`config.mk`:
```
export PLATFORM = sky130hd
export DESIGN_NAME = pb_timer
export DESIGN_NICKNAME = d
export VERILOG_FILES = /design/src/rtl/pb_timer_pkg.sv /design/src/rtl/pb_tick_gen.sv /design/src/rtl/pb_timer.sv
export SDC_FILE = /design/constraint.sdc
export NUM_CORES = 1
export LEC_CHECK = 0
export CAP_MARGIN = 25
export CORE_MARGIN = 1.5
export CORE_UTILIZATION = 52
export DETAILED_ROUTE_END_ITERATION = 7
export PLACE_DENSITY = 0.76
export REMOVE_ABC_BUFFERS = 1
export SLEW_MARGIN = 30
export SYNTH_ARGS = -nofsm -noshare
export SYNTH_HDL_FRONTEND = slang
export SYNTH_SLANG_ARGS = --single-unit
```
`constraint.sdc`:
```
create_clock -name CLK_IN -period 1.85 [get_ports CLK_IN]
set_input_delay 0.37 -clock CLK_IN [delete_from_list [all_inputs] [get_ports CLK_IN]]
set_output_delay 0.37 -clock CLK_IN [all_outputs]
set_load 0.05 [all_outputs]
```
`src/rtl/pb_timer_pkg.sv`:
```
// Shared definitions for the PicoBlaze interval timer: register offsets,
// CTRL/STATUS bit positions and the default prescale ratio.
package pb_timer_defs;

    // Default number of CLK_IN cycles per timer tick
    localparam int unsigned PRESCALE_DEFAULT = 32'd100;

    // Register offsets relative to BASE_ADDR
    localparam logic [2:0] OFF_CTRL      = 3'd0;
    localparam logic [2:0] OFF_RELOAD_LO = 3'd1;
    localparam logic [2:0] OFF_RELOAD_HI = 3'd2;
    localparam logic [2:0] OFF_STATUS    = 3'd3;
    localparam logic [2:0] OFF_COUNT_LO  = 3'd4;
    localparam logic [2:0] OFF_COUNT_HI  = 3'd5;

    // Number of mapped registers in the block
    localparam logic [7:0] NUM_REGS = 8'd6;

    // CTRL and STATUS bit positions
    localparam int unsigned CTRL_EN_BIT    = 32'd0;
    localparam int unsigned CTRL_AUTO_BIT  = 32'd1;
    localparam int unsigned CTRL_IEN_BIT   = 32'd2;
    localparam int unsigned STATUS_EXP_BIT = 32'd0;

    // Pack the CTRL fields into the byte returned on a read
    function automatic logic [7:0] ctrl_byte(input logic en, input logic auto_rl, input logic ien);
        logic [7:0] b;
        b                = 8'h00;
        b[CTRL_EN_BIT]   = en;
        b[CTRL_AUTO_BIT] = auto_rl;
        b[CTRL_IEN_BIT]  = ien;
        return b;
    endfunction

    // Pack the STATUS fields into the byte returned on a read
    function automatic logic [7:0] status_byte(input logic exp_flag);
        logic [7:0] b;
        b                 = 8'h00;
        b[STATUS_EXP_BIT] = exp_flag;
        return b;
    endfunction

endpackage

```
`src/rtl/pb_tick_gen.sv`:
```
// Prescaler: counts 0..PRESCALE-1 while enabled and flags the wrap cycle as
// a one-cycle tick. Held at zero while disabled so every enable starts a
// full prescale period.
module pb_tick_gen
    import pb_timer_defs::*;
#(
    parameter int unsigned PRESCALE = PRESCALE_DEFAULT
) (
    input  logic CLK_IN,
    input  logic RESET_IN,
    input  logic enable,
    output logic tick
);

    localparam int unsigned CW = (PRESCALE > 32'd1) ? $clog2(PRESCALE) : 32'd1;
    localparam logic [CW-1:0] LAST = CW'(PRESCALE - 32'd1);

    logic [CW-1:0] cnt_d;
    logic [CW-1:0] cnt_q;
    logic          wrap_s;

    // Next prescaler value and wrap detection
    always_comb begin
        wrap_s = enable && (cnt_q == LAST);
        if (!enable) begin
            cnt_d = '0;
        end else if (wrap_s) begin
            cnt_d = '0;
        end else begin
            cnt_d = cnt_q + CW'(1);
        end
    end

    // Prescaler state register with synchronous active-low reset
    always_ff @(posedge CLK_IN) begin
        if (!RESET_IN) begin
            cnt_q <= '0;
        end else begin
            cnt_q <= cnt_d;
        end
    end

    assign tick = wrap_s;

endmodule

```
`src/rtl/pb_timer.sv`:
```
// KCPSM6 port-mapped 16-bit down-counting interval timer with one-shot and
// auto-reload modes, a sticky expiry flag and an acknowledged interrupt.
module pb_timer
    import pb_timer_defs::*;
#(
    parameter logic [7:0]  BASE_ADDR = 8'h10,
    parameter int unsigned PRESCALE  = PRESCALE_DEFAULT
) (
    input  logic       CLK_IN,
    input  logic       RESET_IN,
    input  logic [7:0] PORT_ID,
    input  logic       WRITE_STROBE,
    input  logic       READ_STROBE,
    input  logic [7:0] OUT_PORT,
    output logic [7:0] IN_PORT,
    output logic       INTERRUPT,
    input  logic       INTERRUPT_ACK
);

    logic [8:0]  diff_s;
    logic        hit_s;
    logic [2:0]  off_s;
    logic        wr_s;
    logic        tick_s;

    logic        en_d, en_q;
    logic        auto_d, auto_q;
    logic        ien_d, ien_q;
    logic        exp_d, exp_q;
    logic        pend_d, pend_q;
    logic [15:0] reload_d, reload_q;
    logic [15:0] count_d, count_q;
    logic [7:0]  snap_d, snap_q;
    logic [7:0]  in_port_d, in_port_q;

    pb_tick_gen #(
        .PRESCALE (PRESCALE)
    ) u_tick_gen (
        .CLK_IN   (CLK_IN),
        .RESET_IN (RESET_IN),
        .enable   (en_q),
        .tick     (tick_s)
    );

    // Address decode: borrow-checked offset from BASE_ADDR, hit only on mapped registers
    always_comb begin
        diff_s = {1'b0, PORT_ID} - {1'b0, BASE_ADDR};
        hit_s  = (diff_s[8] == 1'b0) && (diff_s[7:0] < NUM_REGS);
        off_s  = diff_s[2:0];
        wr_s   = WRITE_STROBE && hit_s && (off_s <= OFF_STATUS);
    end

    // Register file and counter next state; expiry sets win over same-cycle clears
    always_comb begin
        en_d     = en_q;
        auto_d   = auto_q;
        ien_d    = ien_q;
        exp_d    = exp_q;
        pend_d   = pend_q;
        reload_d = reload_q;
        count_d  = count_q;
        snap_d   = snap_q;

        if (wr_s) begin
            case (off_s)
                OFF_CTRL: begin
                    en_d   = OUT_PORT[CTRL_EN_BIT];
                    auto_d = OUT_PORT[CTRL_AUTO_BIT];
                    ien_d  = OUT_PORT[CTRL_IEN_BIT];
                    // Only a 0->1 transition of EN restarts the count
                    if (!en_q && OUT_PORT[CTRL_EN_BIT]) begin
                        count_d = reload_q;
                    end else begin
                        count_d = count_q;
                    end
                    if (!OUT_PORT[CTRL_IEN_BIT]) begin
                        pend_d = 1'b0;
                    end else begin
                        pend_d = pend_q;
                    end
                end
                OFF_RELOAD_LO: reload_d[7:0]  = OUT_PORT;
                OFF_RELOAD_HI: reload_d[15:8] = OUT_PORT;
                OFF_STATUS:    exp_d = OUT_PORT[STATUS_EXP_BIT] ? 1'b0 : exp_q;
                default:       exp_d = exp_q;
            endcase
        end else begin
            exp_d = exp_q;
        end

        if (INTERRUPT_ACK) begin
            pend_d = 1'b0;
        end else begin
            pend_d = pend_d;
        end

        if (tick_s) begin
            if (count_q != 16'h0000) begin
                count_d = count_q - 16'h0001;
            end else begin
                exp_d  = 1'b1;
                pend_d = ien_q ? 1'b1 : pend_d;
                if (auto_q) begin
                    count_d = reload_q;
                end else begin
                    en_d = 1'b0;
                end
            end
        end else begin
            count_d = count_d;
        end

        // Reading COUNT_LO freezes the high byte so a 16-bit read is coherent
        if (READ_STROBE && hit_s && (off_s == OFF_COUNT_LO)) begin
            snap_d = count_q[15:8];
        end else begin
            snap_d = snap_q;
        end
    end

    // Read-data mux, registered every cycle regardless of READ_STROBE
    always_comb begin
        in_port_d = 8'h00;
        if (hit_s) begin
            case (off_s)
                OFF_CTRL:      in_port_d = ctrl_byte(en_q, auto_q, ien_q);
                OFF_RELOAD_LO: in_port_d = reload_q[7:0];
                OFF_RELOAD_HI: in_port_d = reload_q[15:8];
                OFF_STATUS:    in_port_d = status_byte(exp_q);
                OFF_COUNT_LO:  in_port_d = count_q[7:0];
                OFF_COUNT_HI:  in_port_d = snap_q;
                default:       in_port_d = 8'h00;
            endcase
        end else begin
            in_port_d = 8'h00;
        end
    end

    // State registers with synchronous active-low reset
    always_ff @(posedge CLK_IN) begin
        if (!RESET_IN) begin
            en_q      <= 1'b0;
            auto_q    <= 1'b0;
            ien_q     <= 1'b0;
            exp_q     <= 1'b0;
            pend_q    <= 1'b0;
            reload_q  <= 16'h0000;
            count_q   <= 16'h0000;
            snap_q    <= 8'h00;
            in_port_q <= 8'h00;
        end else begin
            en_q      <= en_d;
            auto_q    <= auto_d;
            ien_q     <= ien_d;
            exp_q     <= exp_d;
            pend_q    <= pend_d;
            reload_q  <= reload_d;
            count_q   <= count_d;
            snap_q    <= snap_d;
            in_port_q <= in_port_d;
        end
    end

    assign IN_PORT   = in_port_q;
    assign INTERRUPT = pend_q;

endmodule
```
### Word level (Yosys, flattened, before mapping)

Index checks and enable logic that the tools add are counted.

* latch bits: 0
* memories: 0
* register bits after elaboration: 60
* logic and storage cells: 64
* bits in writable memories: 0
* ROM bits: 0
* output and inout bits: 9
* input port bits: 21

* shifts and indexed selects: 0
* muxes and demuxes: 24
* div/mod/pow operators: 0
* add/sub/neg operators: 3
* $lt $le $gt $ge: 2
* bitwise logic cells: 3
* $mul: 0
* equal/unequal tests: 6
* reductions and logical operators: 15

Operators by type and width (count)
* $mux 16: 6
* $pmux 8 s6: 1
* $mux 1: 17
* $reduce_bool 16->1: 1
* $sub 16x1->16 const B: 1
* $sub 8x5->9 const B: 1
* $lt 8x3->1 const B: 1
* $reduce_and 2->1: 4
* $add 7x1->7 const B: 1
* $eq 7x7->1 const B: 1
* $logic_and 1x1->1: 7
* $eq 3x2->1 const B: 2
* $eq 3x3->1 const B: 2
* $eq 3x1->1 const B: 1
* $le 3x2->1 const B: 1
* $logic_not 3->1: 1
* $not 1->1: 3
* $reduce_or 3->1: 1
* $logic_not 1->1: 1

### Longest topological paths before layout

Gate-level depths: netlist of run 1.

* depth in word-level cells: 10
* gate-level depth with buffers: 9
* depth with buffers taken out: 7

### Cells and area by module

Synthesis of run 1 repeated with hierarchy kept, for this count alone.

* cells, all modules: 378
* area, all modules: 3328.2 µm²

Modules (own cells, without submodules)
* pb_timer: times used 1, area each 2987.9 µm², cells each 347
* pb_tick_gen: times used 1, area each 340.3 µm², cells each 31

### Worst setup path before layout of run 1

No wires, ideal clock.

* path kind: input-to-reg
* from: input port PORT_ID[6]
* to: register count_q[3]
* required time: 1720 ps
* cell stages on the path: 8
* setup time: 130 ps
* path slack: 33 ps
* data arrival time: 1687 ps
* path through: nor4b_1 > and2_1 > buf_2 > nand4b_1 > buf_6 > buf_2 > mux2i_1 > o22ai_1

* cells in the longest elaborated chain, start to end: 9

Ends and longest elaborated chain
* start: declaration: RTL line pb_timer.sv:11 `input logic [7:0] PORT_ID,`
* $sub 8x5->9 (*): RTL line pb_timer.sv:47 `diff_s = {1'b0, PORT_ID} - {1'b0, BASE_ADDR};`
* $lt 8x3->1 / $not 1->1 (equally long branches): RTL line pb_timer.sv:48 `hit_s = (diff_s[8] == 1'b0) && (diff_s[7:0] < NUM_REGS);`
* $logic_and 1x1->1 (*): RTL line pb_timer.sv:48
* $logic_and 1x1->1 (*) (2 in series): RTL line pb_timer.sv:50 `wr_s = WRITE_STROBE && hit_s && (off_s <= OFF_STATUS);`
* $mux 16 (*): RTL line pb_timer.sv:64 `if (wr_s) begin`
* $mux 16: RTL line pb_timer.sv:103 `if (auto_q) begin`
* $mux 16: RTL line pb_timer.sv:98 `if (count_q != 16'h0000) begin`
* $mux 16 (*): RTL line pb_timer.sv:97 `if (tick_s) begin`
* end signal: assignment: RTL line pb_timer.sv:158 `count_q <= count_d;`
* end: declaration: RTL line pb_timer.sv:32 `logic [15:0] count_d, count_q;`

Every way passes the cells marked *; elsewhere a longest branch is shown, timed or not.
A chain may end at the register's enable or synchronous reset.

### Worst setup path in the final report of run 1

* from: register count_q[0]
* to: register count_q[10]

* cells in the longest elaborated chain, start to end: 3

Ends and longest elaborated chain (RTL line)
* $sub 16x1->16 / $reduce_bool 16->1 (equally long branches): pb_timer.sv:99, pb_timer.sv:98
* $mux 16 (*): pb_timer.sv:98
* $mux 16 (*): pb_timer.sv:97

Marks and branches as above.

==> summary.txt, run 1 <==
Main synth FF type -> dfxtp_1
Pwr Total -> 0.00248 W
Least-Margin Pin Slew -> 0.500 ns
Max Cap Viol -> 0
Crit-path slowest cell -> o41ai_2
Critical Path AT -> 2.08 ns
Row count -> 28
Most common cell in the netlist -> dfxtp_1
DRC -> 0
Post-synth ARST share -> 0%
EDFF count, synth -> 0
Synthesized area per cell -> 9.12 sq um
HPWL Detailed -> 6.12 mm
Detailed router's first-iteration violation count -> 220
Hold Fails Final Rpt -> 0
First-pass GRT wire length -> 13.0 mm
#FFs+latches synth -> 60
Area of the mapped netlist -> 3180 sq um
Share of cells above drive strength 1 -> 22.7%
Synth top area cells -> dfxtp_1, mux2i_1, nor2b_1
Final min period -> 1.85 ns
GRT overflow -> 0
Largest area contributor in the netlist -> dfxtp_1
Clk root buf -> clkbuf_8
Crit. End Element -> flip-flop
Crit path to -> count_q[10]$_SDFF_PN0_
FF-to-FF path depth -> 9
Clk sinks -> 60
Clk_lat worst skew -> 0.35 ns
Worst Hold Class -> flip-flop to flip-flop
Drt wl/cell -> 17.4 microns
Design Area, Final -> 4120 sq um
Violated checks -> setup timing
Initial Utilization -> 53.8%
Fin nets -> 442
Largest stage delay, worst path -> 0.34 ns
Hold path depth -> 1
Pin count of the biggest net entering global routing -> 44
Worst EP required -> 2.08 ns
Count of final setup violators -> 1
IO Port Bufs -> 29
Antenna diodes -> 0
Number of global-route vias before repair -> 2,716
Overall Global Routing Usage -> 26.9%
DIE AREA -> 6600 sq um
P_leak -> 1.88 nW
Max VDD drop -> 0.482 mV
Antenna Nets Post-Route -> 0
Slew HR -> 66.6%
Sequential area share after synthesis -> 37.7%
CTS tree -> built
Clk pin slew, worst setup/hold paths -> 0.07 ns
Clk_skew -> 0.0104 ns
# H-tree levels -> 3
Final WS setup -> -0.000786 ns
Final WL -> 8.67 mm
I/O pins -> 30
Netlist cell types -> 54
CP Class -> flip-flop to flip-flop
Most frequent cells after synthesis -> dfxtp_1, mux2i_1, nor2_1
Fmax -> 0.540 GHz
Placed Instance Area -> 3800 sq um
Core Area -> 5920 sq um
R2R Setup Slk -> -0.0008 ns
Top cell type's share of synthesized area -> 37.7%
Finished Core Util -> 69.5%
Final Max Slew Viols -> 0
CTS buffer count -> 9
CP Max Fanout -> 4
Worst path cell trace -> inv_2, buf_4, ha_4, nor3b_4, buf_6, nand2_4, o41ai_2, and3_1, o32ai_1
RSZ-0062 raised after global routing -> yes
Fin crit share -> 100%
Outcome -> finished, violations left
PD cells -> 602 nW/um^2
Area delta synth->final -> 29.3%
Die Wd -> 81.2 microns
CP Launch Type -> flip-flop
Worst Setup SP -> count_q[0]$_SDFF_PN0_
Vias/cell -> 5.95
Initial antenna violation count -> 0
Worst flop-to-flop path endpoint -> count_q[10]$_SDFF_PN0_
GP Congestion -> 0.916
DR pass1 iterations -> 5
R2R Path Start -> count_q[0]$_SDFF_PN0_
Vert. Die Dim -> 81.2 microns
Clock Path Buffers -> 2
Yosys warns -> 0
Syn Inst Count -> 349
Via count -> 2,962
-- sequential cells by signal (all words and copies together) (netlist names) --
register / count
ien_q: 1
u_tick_gen.cnt_q: 7
en_q: 1
count_q: 16
snap_q: 8
IN_PORT: 8
INTERRUPT: 1
auto_q: 1
exp_q: 1
reload_q: 16
-- worst max-delay path: cells and delay by family (launching register included) --
| kind | cells | cell delay (ns) |
|---|---|---|
| DFF | 1 | 0.33 |
| buffers and inverters | 3 | 0.33 |
| and+or+nand+nor | 3 | 0.52 |
| AOI/OAI and AO/OA | 2 | 0.43 |
| adders and majority gates | 1 | 0.13 |
-- power breakdown --
group | internal (W) | switching (W) | leakage, nW
Combinational | 0.0000800 | 0.0000724 | 1.31
Sequential | 0.00129 | 0.000000518 | 0.484
Clock | 0.000512 | 0.000522 | 0.0889
Total | 0.00188 | 0.000595 | 1.88
-- cells by family (layout without fill, tap and decap cells) --
logic type	count (synthesis)	count (layout)	share of synthesized area [%]
fa+ha+maj	3	3	1.18
compound gates	80	80	16.8
mux	39	39	12.3
buf+inv	29	103	5.31
simple gates	126	126	23.3
flops	60	60	37.7
xor+xnor	12	12	3.30
-- layout by cell type, fill, tap and decap left out, types with 3 or more instances in the layout --
cell type	count
nor4_4	3
a31oi_1	6
o21ai_0	16
o32ai_1	5
mux2i_1	37
dfxtp_1	59
and3_1	3
nand2_1	19
nand4b_1	3
dlymetal6s2s_1	7
a21oi_1	16
a211o_1	3
xnor2_1	8
buf_4	51
xor2_1	4
clkdlybuf4s50_1	21
o22ai_1	6
a22oi_1	7
nand4_1	6
buf_6	4
clkinv_2	4
nand3_1	18
a21boi_0	4
clkbuf_8	10
o22a_1	5
nor2b_1	20
nor2_1	30
-- routing by layer --
metal	track usage [%]	wire length, microns	vias to the layer above
met4	11.9	175	0
li1	-	-	1419
met2	41.0	4000	102
met5	0	0	-
met3	6.29	521	20
met1	35.9	3970	1421
-- per-stage QoR --
stage / setup TNS (ns) / instances / hold WS, ns / worst slack, ns
floorplan: -6.20 / 323 / 0.430 / -0.595
CTS: 0 / 494 / 0.470 / 0.0112
global placement: -9.71 / 478 / 0.444 / -0.257
detailed placement: -14.68 / 478 / 0.454 / -0.384
finish: -0.000786 / 498 / 0.464 / -0.000786
global route: -0.230 / 498 / 0.483 / -0.0534
-- worst min-delay path by stage --
| stage | slack, ns | startpoint | to |
|---|---|---|---|
| after floorplan | 0.43 | u_tick_gen.cnt_q[0]$_SDFF_PP0_ | u_tick_gen.cnt_q[0]$_SDFF_PP0_ |
| after global placement | 0.44 | u_tick_gen.cnt_q[0]$_SDFF_PP0_ | u_tick_gen.cnt_q[0]$_SDFF_PP0_ |
| after detailed placement | 0.45 | u_tick_gen.cnt_q[0]$_SDFF_PP0_ | u_tick_gen.cnt_q[0]$_SDFF_PP0_ |
| after CTS | 0.47 | u_tick_gen.cnt_q[0]$_SDFF_PP0_ | u_tick_gen.cnt_q[0]$_SDFF_PP0_ |
| after global routing | 0.48 | u_tick_gen.cnt_q[0]$_SDFF_PP0_ | u_tick_gen.cnt_q[0]$_SDFF_PP0_ |
| final | 0.46 | u_tick_gen.cnt_q[0]$_SDFF_PP0_ | u_tick_gen.cnt_q[0]$_SDFF_PP0_ |
-- timing repair --
| action | in CTS | in global routing |
|---|---|---|
| setup buffers | 0 | 4 |
| endpoints found under the setup margin | 20 | 35 |
| pin swaps | 0 | 7 |
| hold buffers | 0 | 0 |
| gates resized for setup | 3 | 25 |
-- area by class of cell --
type	count	area, sq um
Tap cell	75	93.8
Sequential cell	60	1200
Clock inverter	5	27.5
Multi-Input combinational cell	260	1890
Inverter	3	11.3
Fill cell	499	1800
Timing Repair Buffer	84	746
Clock buffer	11	141
Note: power is estimated with default switching activity, not from simulation.
==> run 2, diff against run 1 <==
- CAP_MARGIN: 25 -> not set
==> results of run 2 <==
Final layout, timing and power as in run 1 (identical DEF).
==> run 3, diff against run 2 <==
- ABC_AREA: not set -> 1
- SKIP_LAST_GASP: not set -> 1
==> summary.txt, run 3 <==
Outcome -> finished, final reports clean
WP buf/inv -> 1
First-pass GRT wire length -> 15.2 mm
Most common cell in the netlist -> nand2_1
Final min period -> 1.82 ns
DR pass1 iterations -> 5
Vias/cell -> 5.57
Commonest non-fill, non-tap cells in the layout -> nand2_1, dfxtp_1, a21oi_1, nand3_1, inv_1
R2R Setup Slk -> 0.14 ns
CP top delay family -> buffers and inverters
# H-tree levels -> 3
Sequential area share after synthesis -> 36.9%
CTS buffer count -> 9
Worst flop-to-flop path endpoint -> count_q[6]$_SDFF_PN0_
Detailed router's first-iteration violation count -> 370
Crit path to -> IN_PORT[6]
Main synth FF type -> dfxtp_1
Area of the mapped netlist -> 3260 sq um
Least-Margin Pin Slew -> 0.517 ns
Crit-path slowest cell -> clkdlybuf4s50_1
Yosys warns -> 0
Commonest non-fill, non-tap cell in the layout -> nand2_1
Worst EP required -> 1.48 ns
Max VDD drop -> 0.513 mV
Antenna diodes -> 0
Final Max Slew Viols -> 0
GP Congestion -> 0.909
DRC -> 0
Synthesized area per cell -> 6.44 sq um
Worst Setup SP -> IN_PORT[6]$_SDFF_PN0_
Initial antenna violation count -> 0
Clk_skew -> 0.00665 ns
FF-to-FF path depth -> 10
Fin crit share -> 98.4%
Worst Hold Class -> flip-flop to flip-flop
Clk root buf -> clkbuf_8
Count of final setup violators -> 0
Row count -> 28
RSZ-0062 raised after global routing -> no
IO Port Bufs -> 29
Via count -> 3,623
Final WL -> 9.67 mm
I/O pins -> 30
Initial Utilization -> 54.4%
R2R Path Start -> count_q[1]$_SDFF_PN0_
Die Wd -> 82.2 microns
Top cell type's share of synthesized area -> 36.9%
Clk_lat worst skew -> 0.34 ns
CP Launch Type -> flip-flop
Core Area -> 5990 sq um
CP Class -> flip-flop to output pin
Area delta synth->final -> 25.0%
PD cells -> 616 nW/um^2
Clock Path Buffers -> 2
Synth top area cells -> dfxtp_1, nand2_1, a21oi_1
Antenna Nets Post-Route -> 0
HPWL Detailed -> 7.11 mm
DIE AREA -> 6750 sq um
EDFF count, synth -> 0
Clk pin slew, worst setup/hold paths -> 0.06 ns
Post-synth ARST share -> 0%
Pwr Total -> 0.00251 W
Max Cap Viol -> 0
Fin nets -> 596
Crit path depth -> 1
Hold Fails Final Rpt -> 0
#FFs+latches synth -> 60
Share of cells above drive strength 1 -> 12.9%
Syn Inst Count -> 506
P_leak -> 1.80 nW
Dpl ws -> -0.163 ns
Worst path cell trace -> clkdlybuf4s50_1
Number of global-route vias before repair -> 3,323
Vert. Die Dim -> 82.2 microns
Largest stage delay, worst path -> 0.80 ns
Fmax -> 0.550 GHz
GRT overflow -> 0
Largest regs -> count_q: 16 flops, reload_q: 16 flops
Overall Global Routing Usage -> 30.1%
CTS tree -> built
Final WS setup -> 0.0304 ns
CP Max Fanout -> 1
Clk sinks -> 60
Largest area contributor in the netlist -> dfxtp_1
Pin count of the biggest net entering global routing -> 24
Drt wl/cell -> 14.9 microns
Slew HR -> 65.5%
Netlist cell types -> 30
Crit. End Element -> output pin
Critical Path AT -> 1.45 ns
Most frequent cells after synthesis -> nand2_1, dfxtp_1, a21oi_1
## run 3: layout make-up
| cell class | count | area [sq um] |
|---|---|---|
| Tap cell | 75 | 93.8 |
| Timing Repair Buffer | 71 | 627 |
| Inverter | 48 | 180 |
| Multi-Input combinational cell | 382 | 1790 |
| Sequential cell | 60 | 1200 |
| Clock buffer | 12 | 165 |
| Fill cell | 536 | 1920 |
| Clock inverter | 2 | 10.0 |
## run 3: report_power, final
| part | internal [W] | total [W] | switching [W] | leakage (nW) |
|---|---|---|---|---|
| registers | 0.00129 | 0.00129 | 0.000000769 | 0.483 |
| clock network | 0.000576 | 0.00107 | 0.000490 | 0.0941 |
| logic | 0.0000713 | 0.000147 | 0.0000753 | 1.23 |
## run 3: kinds of logic (layout without fill, tap and decap cells)
| logic type | Yosys count | after routing | synth area share, % |
|---|---|---|---|
| AOI/OAI and AO/OA | 88 | 88 | 13.9 |
| xor gates and xnor gates | 8 | 8 | 2.15 |
| adders and majority gates | 3 | 3 | 1.15 |
| buffers and inverters | 65 | 133 | 8.76 |
| DFF | 60 | 60 | 36.9 |
| and+or+nand+nor | 282 | 283 | 37.1 |
## run 3: worst min-delay path by stage
stage | cells past startpoint | endpoint | start
5_1_grt | 1 | u_tick_gen.cnt_q[0]$_SDFF_PP0_ | u_tick_gen.cnt_q[0]$_SDFF_PP0_
3_5_place_dp | 1 | u_tick_gen.cnt_q[0]$_SDFF_PP0_ | u_tick_gen.cnt_q[0]$_SDFF_PP0_
2_1_floorplan | 2 | snap_q[4]$_SDFFE_PN0P_ | snap_q[4]$_SDFFE_PN0P_
3_3_place_gp | 1 | u_tick_gen.cnt_q[0]$_SDFF_PP0_ | u_tick_gen.cnt_q[0]$_SDFF_PP0_
4_1_cts | 2 | snap_q[7]$_SDFFE_PN0P_ | snap_q[7]$_SDFFE_PN0P_
6_report | 1 | u_tick_gen.cnt_q[0]$_SDFF_PP0_ | u_tick_gen.cnt_q[0]$_SDFF_PP0_
## run 3: layer usage
metal / GRT usage (%) / vias up / part of all wire (%)
li1: - / 1758 / -
met1: 36.9 / 1622 / 41
met2: 48.0 / 209 / 47
met3: 8.90 / 34 / 9.3
met4: 15.3 / 0 / 3.1
met5: 0 / - / 0
## run 3: repair_timing
| item | CTS | global route |
|---|---|---|
| gates resized for setup | 1 | 6 |
| endpoints found under the setup margin | 1 | 20 |
| hold buffers | 0 | 0 |
| buffers inserted | 0 | 2 |
| pin swaps | 0 | 3 |
| cloned | 0 | 1 |
## run 3: through the flow
| step | TNS [ns] | hold WS (ns) | instances | utilization [%] | area [sq um] |
|---|---|---|---|---|---|
| 4_1_cts | 0 | 0.460 | 647 | 67.3 | 4030 |
| 5_1_grt | 0 | 0.484 | 650 | 68.0 | 4070 |
| 2_1_floorplan | -28.04 | 0.424 | 489 | - | 3150 |
| 3_3_place_gp | -1.59 | 0.448 | 633 | 64.4 | 3860 |
| 3_5_place_dp | -3.94 | 0.448 | 633 | 64.4 | 3860 |
| 6_report | 0 | 0.458 | 650 | 68.0 | 4070 |
